$ cat src/rtl/dual_rail_pkg.sv
// Shared types and defaults for the dual-rail arbiter: FSM states, rail encodings
// and default parameter values.
package dual_rail_pkg;

    localparam int unsigned SYNC_STAGES_DEF = 2;
    localparam int unsigned TIMEOUT_DEF     = 255;

    typedef enum logic [1:0] {
        ST_IDLE = 2'd0,
        ST_DATA = 2'd1,
        ST_RTZ  = 2'd2
    } state_t;

    // Rail pair as {bit1, bit0}; the null code is the return-to-zero spacer
    typedef logic [1:0] rail_t;
    localparam rail_t RAIL_NULL = 2'b00;
    localparam rail_t RAIL_ZERO = 2'b01;
    localparam rail_t RAIL_ONE  = 2'b10;

    function automatic rail_t rail_encode(input logic d);
        return d ? RAIL_ONE : RAIL_ZERO;
    endfunction

endpackage

$ cat src/rtl/sync_ff.sv
// Multi-flop synchronizer bringing the asynchronous ack into the clk domain.
module sync_ff #(
    parameter int unsigned SYNC_STAGES = 2
) (
    input  logic clk,
    input  logic reset,
    input  logic d,
    output logic q
);

    logic [SYNC_STAGES-1:0] ff;

    always_ff @(posedge clk or posedge reset) begin
        if (reset) begin
            ff <= '0;
        end else begin
            ff <= {ff[SYNC_STAGES-2:0], d};
        end
    end

    assign q = ff[SYNC_STAGES-1];

endmodule

$ cat src/rtl/dual_rail_arbiter.sv
// Round-robin arbiter for two requesters driving a four-phase dual-rail link.
// Define DUAL_RAIL_ACK_TIMEOUT_EN to bound the ack wait with an err pulse.
module dual_rail_arbiter
    import dual_rail_pkg::*;
#(
    parameter int unsigned SYNC_STAGES = SYNC_STAGES_DEF,
    parameter int unsigned TIMEOUT     = TIMEOUT_DEF
) (
    input  logic clk,
    input  logic reset,
    input  logic req0,
    input  logic req1,
    input  logic dat0,
    input  logic dat1,
    input  logic ack,
    output logic bit0,
    output logic bit1,
    output logic gnt0,
    output logic gnt1,
    output logic busy,
    output logic err
);

    logic       ack_s;
    state_t     state, state_nxt;
    rail_t      rail_q, rail_nxt;
    logic [1:0] gnt_q, gnt_nxt;
    logic       busy_q;
    logic       win_q, win_nxt;
    logic       last_q, last_nxt;
    logic       elig0, elig1, pick;

    sync_ff #(.SYNC_STAGES(SYNC_STAGES)) u_ack_sync (
        .clk   (clk),
        .reset (reset),
        .d     (ack),
        .q     (ack_s)
    );

`ifdef DUAL_RAIL_ACK_TIMEOUT_EN
    localparam int unsigned CNT_W = (TIMEOUT > 1) ? $clog2(TIMEOUT) : 1;
    logic [CNT_W-1:0] cnt_q, cnt_nxt;
    logic             err_q, err_nxt;
`else
    localparam int unsigned timeout_unused = TIMEOUT;
`endif

    // A requester whose gnt is showing this cycle sits out the arbitration
    assign elig0 = req0 & ~gnt_q[0];
    assign elig1 = req1 & ~gnt_q[1];
    assign pick  = (elig0 & elig1) ? ~last_q : elig1;

    always_comb begin
        state_nxt = state;
        rail_nxt  = rail_q;
        gnt_nxt   = 2'b00;
        win_nxt   = win_q;
        last_nxt  = last_q;
`ifdef DUAL_RAIL_ACK_TIMEOUT_EN
        cnt_nxt   = '0;
        err_nxt   = 1'b0;
`endif
        case (state)
            ST_IDLE: begin
                if (!ack_s && (elig0 || elig1)) begin
                    win_nxt   = pick;
                    rail_nxt  = rail_encode(pick ? dat1 : dat0);
                    state_nxt = ST_DATA;
                end
            end
            ST_DATA: begin
                if (ack_s) begin
                    rail_nxt  = RAIL_NULL;
                    state_nxt = ST_RTZ;
                end
            end
            ST_RTZ: begin
                if (!ack_s) begin
                    gnt_nxt   = win_q ? 2'b10 : 2'b01;
                    last_nxt  = win_q;
                    state_nxt = ST_IDLE;
                end
            end
            default: begin
                rail_nxt  = RAIL_NULL;
                state_nxt = ST_IDLE;
            end
        endcase
`ifdef DUAL_RAIL_ACK_TIMEOUT_EN
        // Counter restarts on every state change; expiry abandons the transfer
        if (state != ST_IDLE && state_nxt == state) begin
            if (cnt_q == CNT_W'(TIMEOUT - 1)) begin
                rail_nxt  = RAIL_NULL;
                err_nxt   = 1'b1;
                last_nxt  = win_q;
                state_nxt = ST_IDLE;
            end else begin
                cnt_nxt = cnt_q + CNT_W'(1);
            end
        end
`endif
    end

    always_ff @(posedge clk or posedge reset) begin
        if (reset) begin
            state  <= ST_IDLE;
            rail_q <= RAIL_NULL;
            gnt_q  <= 2'b00;
            busy_q <= 1'b0;
            win_q  <= 1'b0;
            last_q <= 1'b1;
`ifdef DUAL_RAIL_ACK_TIMEOUT_EN
            cnt_q  <= '0;
            err_q  <= 1'b0;
`endif
        end else begin
            state  <= state_nxt;
            rail_q <= rail_nxt;
            gnt_q  <= gnt_nxt;
            busy_q <= (state_nxt != ST_IDLE);
            win_q  <= win_nxt;
            last_q <= last_nxt;
`ifdef DUAL_RAIL_ACK_TIMEOUT_EN
            cnt_q  <= cnt_nxt;
            err_q  <= err_nxt;
`endif
        end
    end

    assign bit0 = rail_q[0];
    assign bit1 = rail_q[1];
    assign gnt0 = gnt_q[0];
    assign gnt1 = gnt_q[1];
    assign busy = busy_q;
`ifdef DUAL_RAIL_ACK_TIMEOUT_EN
    assign err  = err_q;
`else
    assign err  = 1'b0;
`endif

endmodule

$ cat config.mk
export PLATFORM = sky130hd
export DESIGN_NAME = dual_rail_arbiter
export DESIGN_NICKNAME = d
export VERILOG_FILES = /design/src/rtl/dual_rail_pkg.sv /design/src/rtl/sync_ff.sv /design/src/rtl/dual_rail_arbiter.sv
export SDC_FILE = /design/constraint.sdc
export NUM_CORES = 1
export LEC_CHECK = 0
export CAP_MARGIN = 0
export CORE_AREA = 2 2 39 41
export DETAILED_ROUTE_END_ITERATION = 16
export DIE_AREA = 0 0 41 43
export GPL_ROUTABILITY_DRIVEN = 0
export PLACE_DENSITY = 0.66
export SLEW_MARGIN = 20
export SYNTH_ARGS = -nofsm -noshare
export SYNTH_HDL_FRONTEND = slang
export SYNTH_SLANG_ARGS = --single-unit
$ cat constraint.sdc
create_clock -name clk -period 1 [get_ports clk]
set_input_delay 0.2 -clock clk [delete_from_list [all_inputs] [get_ports clk]]
set_output_delay 0.2 -clock clk [all_outputs]
set_load 0.1 [all_outputs]
==> flow_summary.json, run 1 <==
{
  "post-route-period-util": 1.27,
  "synth-seq-cells": 11,
  "synth_mux_area_frac": 0.0408,
  "end_kind": "register",
  "power.total_mw": 1.52,
  "setup_tns_ns": -1.64,
  "antenna_found_initial": 0,
  "drt_wl_total_um": 811,
  "synth_fa_ha_area_frac": 0,
  "grt_usage": 0.119,
  "vias": 374,
  "reg2reg_from": "gnt_q[1]$_DFF_PP0_",
  "io_buffer_count": 11,
  "arrival_ns": 1.47,
  "r2r-end": "rail_q[0]$_DFFE_PP0P_",
  "clock_path_buffers": 2,
  "cp.required_ns": 1.20,
  "p_leak_nw": 0.366,
  "p_sw_frac": 0.369,
  "start_kind": "register",
  "synth_cells": 41,
  "wl_per_cell_um": 9.77,
  "syn_to_final_growth_pct": 66.3,
  "syn_nets": 48,
  "clock_sinks": 11,
  "cts_root_buffer": "clkbuf_4",
  "synth_compound_area_frac": 0.161,
  "drv_cap": 0,
  "mostFrequentLayoutCells": "buf_4 (10), clkdlybuf4s50_1 (6), buf_12 (6), dfrtp_1 (6)",
  "layout.cell_area.non_filler_um2": 816,
  "yosysWarnings": 0,
  "cts_hold_buf": 0,
  "final_common_cell": "buf_4",
  "hp-class": "in -> async",
  "power_density_nw_per_um2": 1870,
  "yosys.area_share.simple": 0.181,
  "io_pins": 13,
  "firstDrtPassIters": 1,
  "ant_nets": 0,
  "p_int_uw": 960,
  "seq_power_share": 0.399,
  "rows": 14,
  "insertion_delay_ns": 0.26,
  "switching_power_uw": 562,
  "synth_xor_area_frac": 0,
  "dpl_cell_area_um2": 761,
  "dieArea_um2": 1760,
  "core_region_area_um2": 1380,
  "h-tree-depth": 1,
  "rsz0062_at_grt": "true",
  "start_util": 0.354,
  "seq_area_frac_synth": 0.564,
  "grt-ovfl-total": 0,
  "cts_tree": "built",
  "clk_pin_slew_ns": 0.07,
  "drt_iter0_markers": 0,
  "drc": 0,
  "r2r_slack_ns": -0.27,
  "violations": "negative setup slack",
  "reg2regPathDepth": 4,
  "grt_pass1_wl_mm": 1.35,
  "hold_viol_final": 0,
  "grt_pass1_vias": 334,
  "die_y_um": 43,
  "finalNetCount": 75,
  "max_clock_freq_mhz": 789,
  "synth.distinct_cells": 22,
  "syn_area_per_cell_um2": 12.0,
  "combPwrFrac": 0.410,
  "outcome": "finished, violations left",
  "min_period_ns": 1.27,
  "maxSlewViolCount": 0,
  "ir_drop_mv": 0.836,
  "fin_ws_ns": -0.268,
  "power_frac_clock": 0.191,
  "via_per_inst": 4.51,
  "die_w_um": 41,
  "cts_buffers": 3,
  "post-route-util": 0.590,
  "syn_area_um2": 490,
  "diodes": 0,
  "path_max_fanout": 2,
  "crit_type": "reg -> reg",
  "pre_cts_slack_ns": -0.432,
  "grt_max_degree": 12,
  "setup_viol_count_final": 10,
  "drive_above_1_share": 0.507,
  "synth_top_family_by_area": "simple AND/OR/NAND/NOR gates",
  "post-dp-hpwl_um": 662,
  "skew_ns": 0.00221
}
==> worst max-delay path, stage by stage, from the launching register on <==
cell and delay [ns]:
dfrtp_4 0.47, nand2b_4 0.16, a31oi_4 0.17, mux2i_2 0.25, a31o_1 0.16
==> cell usage after synthesis <==
cell type	instances	area share
a22o_1	1	0.018
nand2b_4	1	0.028
nand2b_1	2	0.026
nor3_4	1	0.033
nand2_1	3	0.023
o21ai_2	1	0.018
buf_4	1	0.015
dfrtp_1	10	0.51
a31oi_4	1	0.043
inv_1	4	0.031
a31o_1	1	0.018
a21oi_1	3	0.031
nor2_1	1	0.0076
o21ai_1	1	0.010
mux2i_1	2	0.041
nor3_1	2	0.020
nor3b_2	1	0.026
conb_1	1	0.0076
o21ai_0	1	0.010
o22ai_1	1	0.013
dfstp_2	1	0.054
nand2b_2	1	0.018
==> worst max-delay path by stage <==
stage                  startpoint               endpoint  cells after the start
2_1_floorplan  gnt_q[1]$_DFF_PP0_  rail_q[0]$_DFFE_PP0P_                      4
3_3_place_gp                 req1  rail_q[0]$_DFFE_PP0P_                      5
3_5_place_dp                 req1  rail_q[1]$_DFFE_PP0P_                      5
4_1_cts        gnt_q[1]$_DFF_PP0_  rail_q[0]$_DFFE_PP0P_                      4
5_1_grt        gnt_q[1]$_DFF_PP0_  rail_q[0]$_DFFE_PP0P_                      4
6_report       gnt_q[1]$_DFF_PP0_  rail_q[0]$_DFFE_PP0P_                      4
==> area by class of cell <==
type	count	area, um^2
fillers	114	568
flip-flops and latches	11	287
repair buffers	23	267
multi-input cells	25	200
clock buffers	3	22.5
well taps	16	20.0
inverters	4	15.0
clock inverters	1	5.00
==> routing by layer <==
layer,up-vias,GRT usage,wire length (um)
met4,0,0.100,0
met5,-,0,0
met2,10,0.166,409
li1,191,-,-
met3,0,0.0314,55
met1,173,0.144,346
==> per-stage QoR <==
step / hold slack (ns) / instances
finish: 0.221 / 83
global route: 0.232 / 83
CTS: 0.208 / 83
detailed placement: 0.340 / 77
global placement: 0.335 / 77
floorplan: 0.0516 / 41
==> timing repair <==
item | CTS | global route
endpoints found under the setup margin | 11 | 12
pin swaps | 2 | 1
resized for setup | 3 | 1
buffers inserted | 2 | 0
==> state kept, by name, summed over array words and instances (netlist names) <==
signal,flops
busy,1
gnt_q,2
last_q,1
rail_q,2
state,2
u_ack_sync.ff,2
win_q,1
==> power groups by stage <==
stage	Combinational (mW)	Clock [mW]	Sequential, mW
2_1_floorplan	0.153	0	0.813
3_3_place_gp	0.590	0	0.614
3_5_place_dp	0.598	0	0.616
4_1_cts	0.626	0.313	0.609
5_1_grt	0.655	0.337	0.618
6_report	0.624	0.292	0.607
==> cell families (layout without fill, tap and decap cells) <==
family,count (synthesis),in the layout
muxes,2,2
DFF,11,11
and+or+nand+nor,12,12
other,1,1
buffers and inverters,5,31
AOI/OAI and AO/OA,10,10
Note: power is estimated with default switching activity, not from simulation.
==> run 2: changes to the inputs <==
--- a/config.mk
+++ b/config.mk
@@ -6,11 +6,14 @@
 export NUM_CORES = 1
 export LEC_CHECK = 0
 export CAP_MARGIN = 0
+export CELL_PAD_IN_SITES_DETAIL_PLACEMENT = 0
+export CELL_PAD_IN_SITES_GLOBAL_PLACEMENT = 1
 export CORE_AREA = 2 2 39 41
 export DETAILED_ROUTE_END_ITERATION = 16
 export DIE_AREA = 0 0 41 43
+export DONT_BUFFER_PORTS = 1
 export GPL_ROUTABILITY_DRIVEN = 0
-export PLACE_DENSITY = 0.66
+export PLACE_DENSITY_LB_ADDON = 0.1
 export SLEW_MARGIN = 20
 export SYNTH_ARGS = -nofsm -noshare
 export SYNTH_HDL_FRONTEND = slang
==> flow_summary.json, run 2 (synthesis gave the netlist of run 1 again) <==
{
  "post-route-util": 0.556,
  "grt-ovfl-total": 0,
  "start_util": 0.354,
  "multi_input_area_um2": 210,
  "num-fill-cells": 118,
  "grt_pass1_wl_mm": 1.45,
  "grt_pass1_vias": 370,
  "instances_no_fill": 78,
  "diodes": 0,
  "place_inst": 67,
  "post-route-period-util": 1.26,
  "rsz0062_at_grt": "true",
  "start_kind": "register",
  "drc": 0,
  "dpl_cell_area_um2": 633,
  "drive_above_1_share": 0.565,
  "min_period_ns": 1.26,
  "fin_ws_ns": -0.255,
  "grt_usage": 0.129,
  "die_w_um": 41,
  "drt_iter0_markers": 0,
  "max_clock_freq_mhz": 797,
  "io_buffer_count": 0,
  "dieArea_um2": 1760,
  "finalNetCount": 70,
  "die_y_um": 43,
  "crit_type": "reg -> reg",
  "ir_drop_mv": 1.05,
  "violations": "negative setup slack",
  "core_region_area_um2": 1380,
  "seq_area_um2": 288,
  "ant_nets": 0,
  "clk_pin_slew_ns": 0.07,
  "power.total_mw": 1.52,
  "cts_buffers": 3,
  "drt_wl_total_um": 896,
  "wl_per_cell_um": 11.5,
  "hold_viol_final": 0,
  "skew_ns": 0.00143,
  "via_per_inst": 4.76,
  "p_leak_nw": 0.344,
  "path_max_fanout": 2,
  "power_density_nw_per_um2": 1970,
  "end_kind": "register",
  "hp-class": "in -> reg",
  "setup_viol_count_final": 11,
  "final_common_cell": "buf_4",
  "post-dp-hpwl_um": 686,
  "mostFrequentLayoutCells": "buf_4 (10), buf_12 (5), dfrtp_1 (5)",
  "cp.required_ns": 1.21,
  "grt_max_degree": 12,
  "insertion_delay_ns": 0.27,
  "vias": 371,
  "firstDrtPassIters": 1,
  "outcome": "finished, violations left",
  "hold-worst-slack_ns": 0.164,
  "layout.cell_area.non_filler_um2": 769,
  "cts_tree": "built",
  "h-tree-depth": 1,
  "antenna_found_initial": 0,
  "syn_to_final_growth_pct": 56.9,
  "io_pins": 13,
  "cts_root_buffer": "clkbuf_4",
  "clock_path_buffers": 2,
  "clock_sinks": 11,
  "arrival_ns": 1.46,
  "rows": 14,
  "maxSlewViolCount": 0,
  "drv_cap": 0
}
==> run 2: worst paths after layout <==
| check | startpoint | endpoint | slack, ns | cells after the start |
|---|---|---|---|---|
| worst max register to register | gnt_q[1]$_DFF_PP0_ | rail_q[0]$_DFFE_PP0P_ | -0.26 | 4 |
| worst min register to register | u_ack_sync.ff[0]$_DFF_PP0_ | u_ack_sync.ff[1]$_DFF_PP0_ | 0.36 | 0 |
| max in group asynchronous | reset | gnt_q[0]$_DFF_PP0_ | 0.32 | 2 |
| worst min-delay path | dat0 | rail_q[1]$_DFFE_PP0P_ | 0.16 | 2 |
| min in group asynchronous | reset | u_ack_sync.ff[0]$_DFF_PP0_ | 0.36 | 2 |
| worst max-delay path | gnt_q[1]$_DFF_PP0_ | rail_q[0]$_DFFE_PP0P_ | -0.26 | 4 |
==> run 2: layer usage <==
metal	vias up	routed length, um	share of wire	global-route usage
li1	179	-	-	-
met1	178	357	0.40	0.147
met2	12	463	0.52	0.184
met3	2	66	0.074	0.0471
met4	0	8	0.0089	0.100
met5	-	0	0	0
==> run 2: per-stage QoR <==
step / setup slack (ns) / TNS [ns]
4_1_cts: -0.276 / -1.74
2_1_floorplan: -0.383 / -1.53
6_report: -0.255 / -1.71
3_5_place_dp: -0.274 / -0.821
5_1_grt: -0.338 / -2.25
3_3_place_gp: -0.227 / -0.654
==> run 2: layout make-up <==
type                       count  area share
clock buffer                   3      0.0293
clock inverter                 1     0.00650
inverter                       4      0.0228
multi-input combinational     25       0.273
sequential                    11       0.374
tap                           16      0.0260
timing repair buffer          18       0.268
==> run 2: timing repair <==
| item | CTS | global route |
|---|---|---|
| pin swaps | 2 | 0 |
| hold buffers | 2 | 0 |
| resized for setup | 8 | 6 |
| hold endpoints to repair | 11 | 0 |
| buffers inserted | 4 | 1 |
| endpoints found under the setup margin | 11 | 12 |
==> run 2: critical path, cell delays in order (launching register included) <==
cell,delay [ns]
dfrtp_4,0.48
nand2b_4,0.15
a31oi_4,0.15
mux2i_1,0.24
a31o_1,0.17
==> run 2: report_power, final <==
group | internal [mW] | switching, mW
combinational | 0.258 | 0.346
sequential | 0.536 | 0.0778
clock | 0.148 | 0.151
total | 0.943 | 0.574
==> patch 1, RTL diff (flow settings as in run 1) <==
Make the reset (`reset`) synchronous in 2 clocked blocks. Comments in the files are not updated.
--- a/src/rtl/sync_ff.sv
+++ b/src/rtl/sync_ff.sv
@@ -11,5 +11,5 @@
     logic [SYNC_STAGES-1:0] ff;
 
-    always_ff @(posedge clk or posedge reset) begin
+    always_ff @(posedge clk) begin
         if (reset) begin
             ff <= '0;
--- a/src/rtl/dual_rail_arbiter.sv
+++ b/src/rtl/dual_rail_arbiter.sv
@@ -102,5 +102,5 @@
     end
 
-    always_ff @(posedge clk or posedge reset) begin
+    always_ff @(posedge clk) begin
         if (reset) begin
             state  <= ST_IDLE;
Function: differs if reset is asserted again (counterexample within 4 cycles, from zero or initial values and one cycle with reset high); with reset held inactive, the same outputs for 10 cycles.
==> patch 1 against run 1 <==
The flow still finishes with violations (negative setup slack). Wire length is 45% higher. First-iteration DRC count is 5 higher. Critical path depth is 1 higher. Sequential cell count stayed put. Global-route usage is 4.2 points higher. Sequential share of layout area is 7.5 points lower. Cell area is 4.9% higher. Area after synthesis stayed put. Non-clock buffer count is 4 higher. Setup slack worse by 100 ps. Critical path type unchanged. Critical endpoint is now rail_q[0]. Largest cell class is now non-clock buffers. Highest routed layer is now met4.
Power is not compared: it rests on default switching activity, and its combinational part moved more than twofold at a synthesized area within 25%.
==> patch 1: results (changes against run 1) <==
Worst Setup EP rail_q[0]; post-detail-place hpwl 831 um (+26%); initial antenna violation count 0 (unchanged); routed length per instance 12.8 um (+31%); largest delay contributor family on the critical path compound AO/OA/AOI/OAI gates; Async SR Flop Fraction 0% (-100 points); Post-CTS Setup Bufs 2 (unchanged); total gr overflow 0 (unchanged); routed wl met3 59 um (+7.3%); outcome finished with violations; worst-case clock buffer depth 2 (unchanged); CP max stage delay 410 ps (-60 ps); Via density 4.90 (+8.8%); Final #Nets 84 (+12%); Yosys warning count 0 (unchanged); overall global routing resource usage 16.1% (+4.2 points); Lkg Pwr 0.366 nW; Critical-path top delay cell a2111oi_4; worst IR drop on VDD 0.973 mV; top routing layer in use met4; Worst Hold Class reg -> reg; CTS Root Buffer Type clkbuf_4; Worst Skew 6.83 ps (+4.62 ps); first-pass GRT wire length 1.82 mm (+35%); final setup violating endpoints 10 (unchanged); router iterations before antenna repair 4 (+3); Max H-tree Level 1 (unchanged); fillcell total 121 (+6.1%); Worst Reg-to-Reg Cells 5 (+1); Crit path arrival time 1510 ps (+40 ps); diodes inserted 0 (unchanged); main area contributors after synthesis dfxtp_1 (45%), a2111oi_4 (5.6%), nand2b_4 (5.6%); proportion of synthesized chip area in sequential cells 44.9% (-11 points); crit path from gnt_q[0]; # resized after CTS 8 (+5); WL met2 677 um (+66%); critical path peak fanout 3 (+1); Synthesized Nets 55 (+15%); initial drt markers 5 (+5); synth cell count leaders dfxtp_1 (11), nor2_1 (3), nor2b_1 (3), nor3_1 (3); layout cells sized above 1 52.6% (+1.9 points); Port Buffers 11 (unchanged); Cell variety after synth 26 (+18%); largest net degree at the start of global routing 8 (-4); failing checks negative setup slack; worst skew pair latency 270 ps; Reg clk slew, reported paths 70 ps (about the same); vias in the first global route 435 (+30%); Final WS setup -367 ps (-99.8 ps); CTS buffer count 3 (unchanged); met1 WL 432 um (+25%); setup_tns -1630 ps (+6.55 ps)
==> patch 1: through the flow <==
stage | setup slack, ps | instance area (um^2) | std cells
2_1_floorplan | -424 | 503 | 48
3_3_place_gp | -643 | 758 | 85
3_5_place_dp | -702 | 758 | 85
4_1_cts | -389 | 818 | 91
5_1_grt | -440 | 856 | 92
6_report | -367 | 856 | 92
==> patch 1: kinds of logic after synthesis <==
kind of cell,count (synthesis),synth area share [%]
buffers and inverters,5,6.12
other,1,0.765
multiplexers,1,2.04
AND/OR/NAND/NOR,19,25.3
AO/OA/AOI/OAI,10,19.1
flip-flops,11,44.9
XOR/XNOR,1,1.79
==> patch 1: power breakdown <==
group          total, mW  switching, mW  internal (mW)  leakage, nW
Clock              0.298          0.143          0.154       0.0150
Sequential         0.480         0.0236          0.457       0.0938
Combinational      0.307          0.166          0.141        0.257
==> patch 1: worst min-delay path by stage <==
stage	start	to	slack [ps]	depth (start not counted)
CTS	u_ack_sync.ff[0]	u_ack_sync.ff[1]	440	1
detailed placement	u_ack_sync.ff[0]	u_ack_sync.ff[1]	430	1
floorplan	ack	u_ack_sync.ff[0]	330	1
global route	u_ack_sync.ff[0]	u_ack_sync.ff[1]	450	1
global placement	u_ack_sync.ff[0]	u_ack_sync.ff[1]	420	1
finish	u_ack_sync.ff[0]	u_ack_sync.ff[1]	440	1
==> patch 1: layer usage <==
layer | global-route usage, % | vias to the layer above
met5 | 0 | -
met4 | 4.00 | 0
met3 | 7.85 | 2
met2 | 27.2 | 15
met1 | 16.7 | 213
li1 | - | 221
==> patch 1: layout make-up <==
cell class / instances / share of cell area [%]
Multi-Input combinational cell: 32 / 31.4
Clock buffer: 4 / 3.07
Tap cell: 16 / 2.34
Timing Repair Buffer: 27 / 34.6
Inverter: 2 / 0.877
Sequential cell: 11 / 27.6
==> patch 2, RTL diff (config.mk and constraints of run 1) <==
Made on the original files. Change the package constant `SYNC_STAGES_DEF` from 2 to 4.
--- a/src/rtl/dual_rail_pkg.sv
+++ b/src/rtl/dual_rail_pkg.sv
@@ -3,5 +3,5 @@
 package dual_rail_pkg;
 
-    localparam int unsigned SYNC_STAGES_DEF = 2;
+    localparam int unsigned SYNC_STAGES_DEF = 4;
     localparam int unsigned TIMEOUT_DEF     = 255;
 
Formal check against the unedited RTL: not equivalent (Yosys sat finds a counterexample within 4 cycles, from zero or initial values and one cycle with reset high).
==> patch 2 against run 1 <==
The flow still finishes with violations (negative setup slack). Cell area is 7.7% higher. Clock skew grew 7.0 ps. Sequential cell count increased by 2. Worst hold slack worse by 44 ps. First-iteration DRC count up 6. Total power increased by 13%. Area after synthesis grew 17%. Setup slack better by 11 ps. Combinational power increased by 8.3%. Wire length up 28%. Critical path type is now reg -> out. Largest cell class unchanged.
==> patch 2: results (changes against run 1) <==
outcome finished with violations; failing checks negative setup slack; Final WS setup -256 ps (+11.2 ps); WL met2 491 um (+20%); Synth Area in Compound Gates 15.7% (-0.39 points); sequential power 718 uW (+18%); top routing layer in use met4; Lkg Pwr 0.378 nW (+3.4%); Fin Hold WS 177 ps (-43.8 ps); first-pass GRT wire length 1.67 mm (+23%); Cell variety after synth 26 (+18%); DRT Wirelength 1.04 mm (+28%); overall global routing resource usage 14.6% (+2.7 points); Power Clock 329 uW (+13%); setup_tns -1620 ps (+18.7 ps); RR Startpoint gnt_q[0]; synth cell count leaders dfrtp_1 (12), inv_1 (3), nor3_1 (3); Worst Reg-to-Reg Cells 3 (-1); Worst Skew 9.23 ps (+7.02 ps); largest net degree at the start of global routing 8 (-4); final setup violating endpoints 12 (+2); Crit path arrival time 1060 ps (-410 ps); pre-CTS setup slack -474 ps (-42.9 ps); worst skew pair latency 280 ps (+20 ps); CP max stage delay 490 ps (+20 ps); sequential share of power 41.7% (+1.8 points); GR Util met2 20.6% (+4.1 points)
==> patch 2: worst max path at each step <==
stage / start / end / slack (ps) / cells after the start
floorplan: gnt_q[0] / rail_q[0] / -400 / 3
global placement: req1 / rail_q[0] / -440 / 4
finish: gnt_q[0] / gnt0 / -260 / 2
CTS: gnt_q[0] / gnt0 / -260 / 2
detailed placement: req0 / win_q / -470 / 4
global route: gnt_q[0] / win_q / -290 / 3
==> patch 2: layout make-up <==
type                    instances  area, um^2
fillers                       108         505
repair buffers                 19         228
multi-input cells              28         254
clock buffers                   4        26.3
inverters                       3        11.3
flip-flops and latches         13         339
well taps                      16        20.0
==> patch 2: repair_timing <==
| item | 4_1_cts | 5_1_grt |
|---|---|---|
| resized for setup | 5 | 2 |
| setup buffers | 0 | 0 |
| setup endpoints to repair | 13 | 14 |
| pin swaps | 4 | 0 |
==> patch 2: worst min-delay path, stage by stage <==
cell and delay [ps]:
clkdlybuf4s50_1 390, inv_1 60, buf_4 140
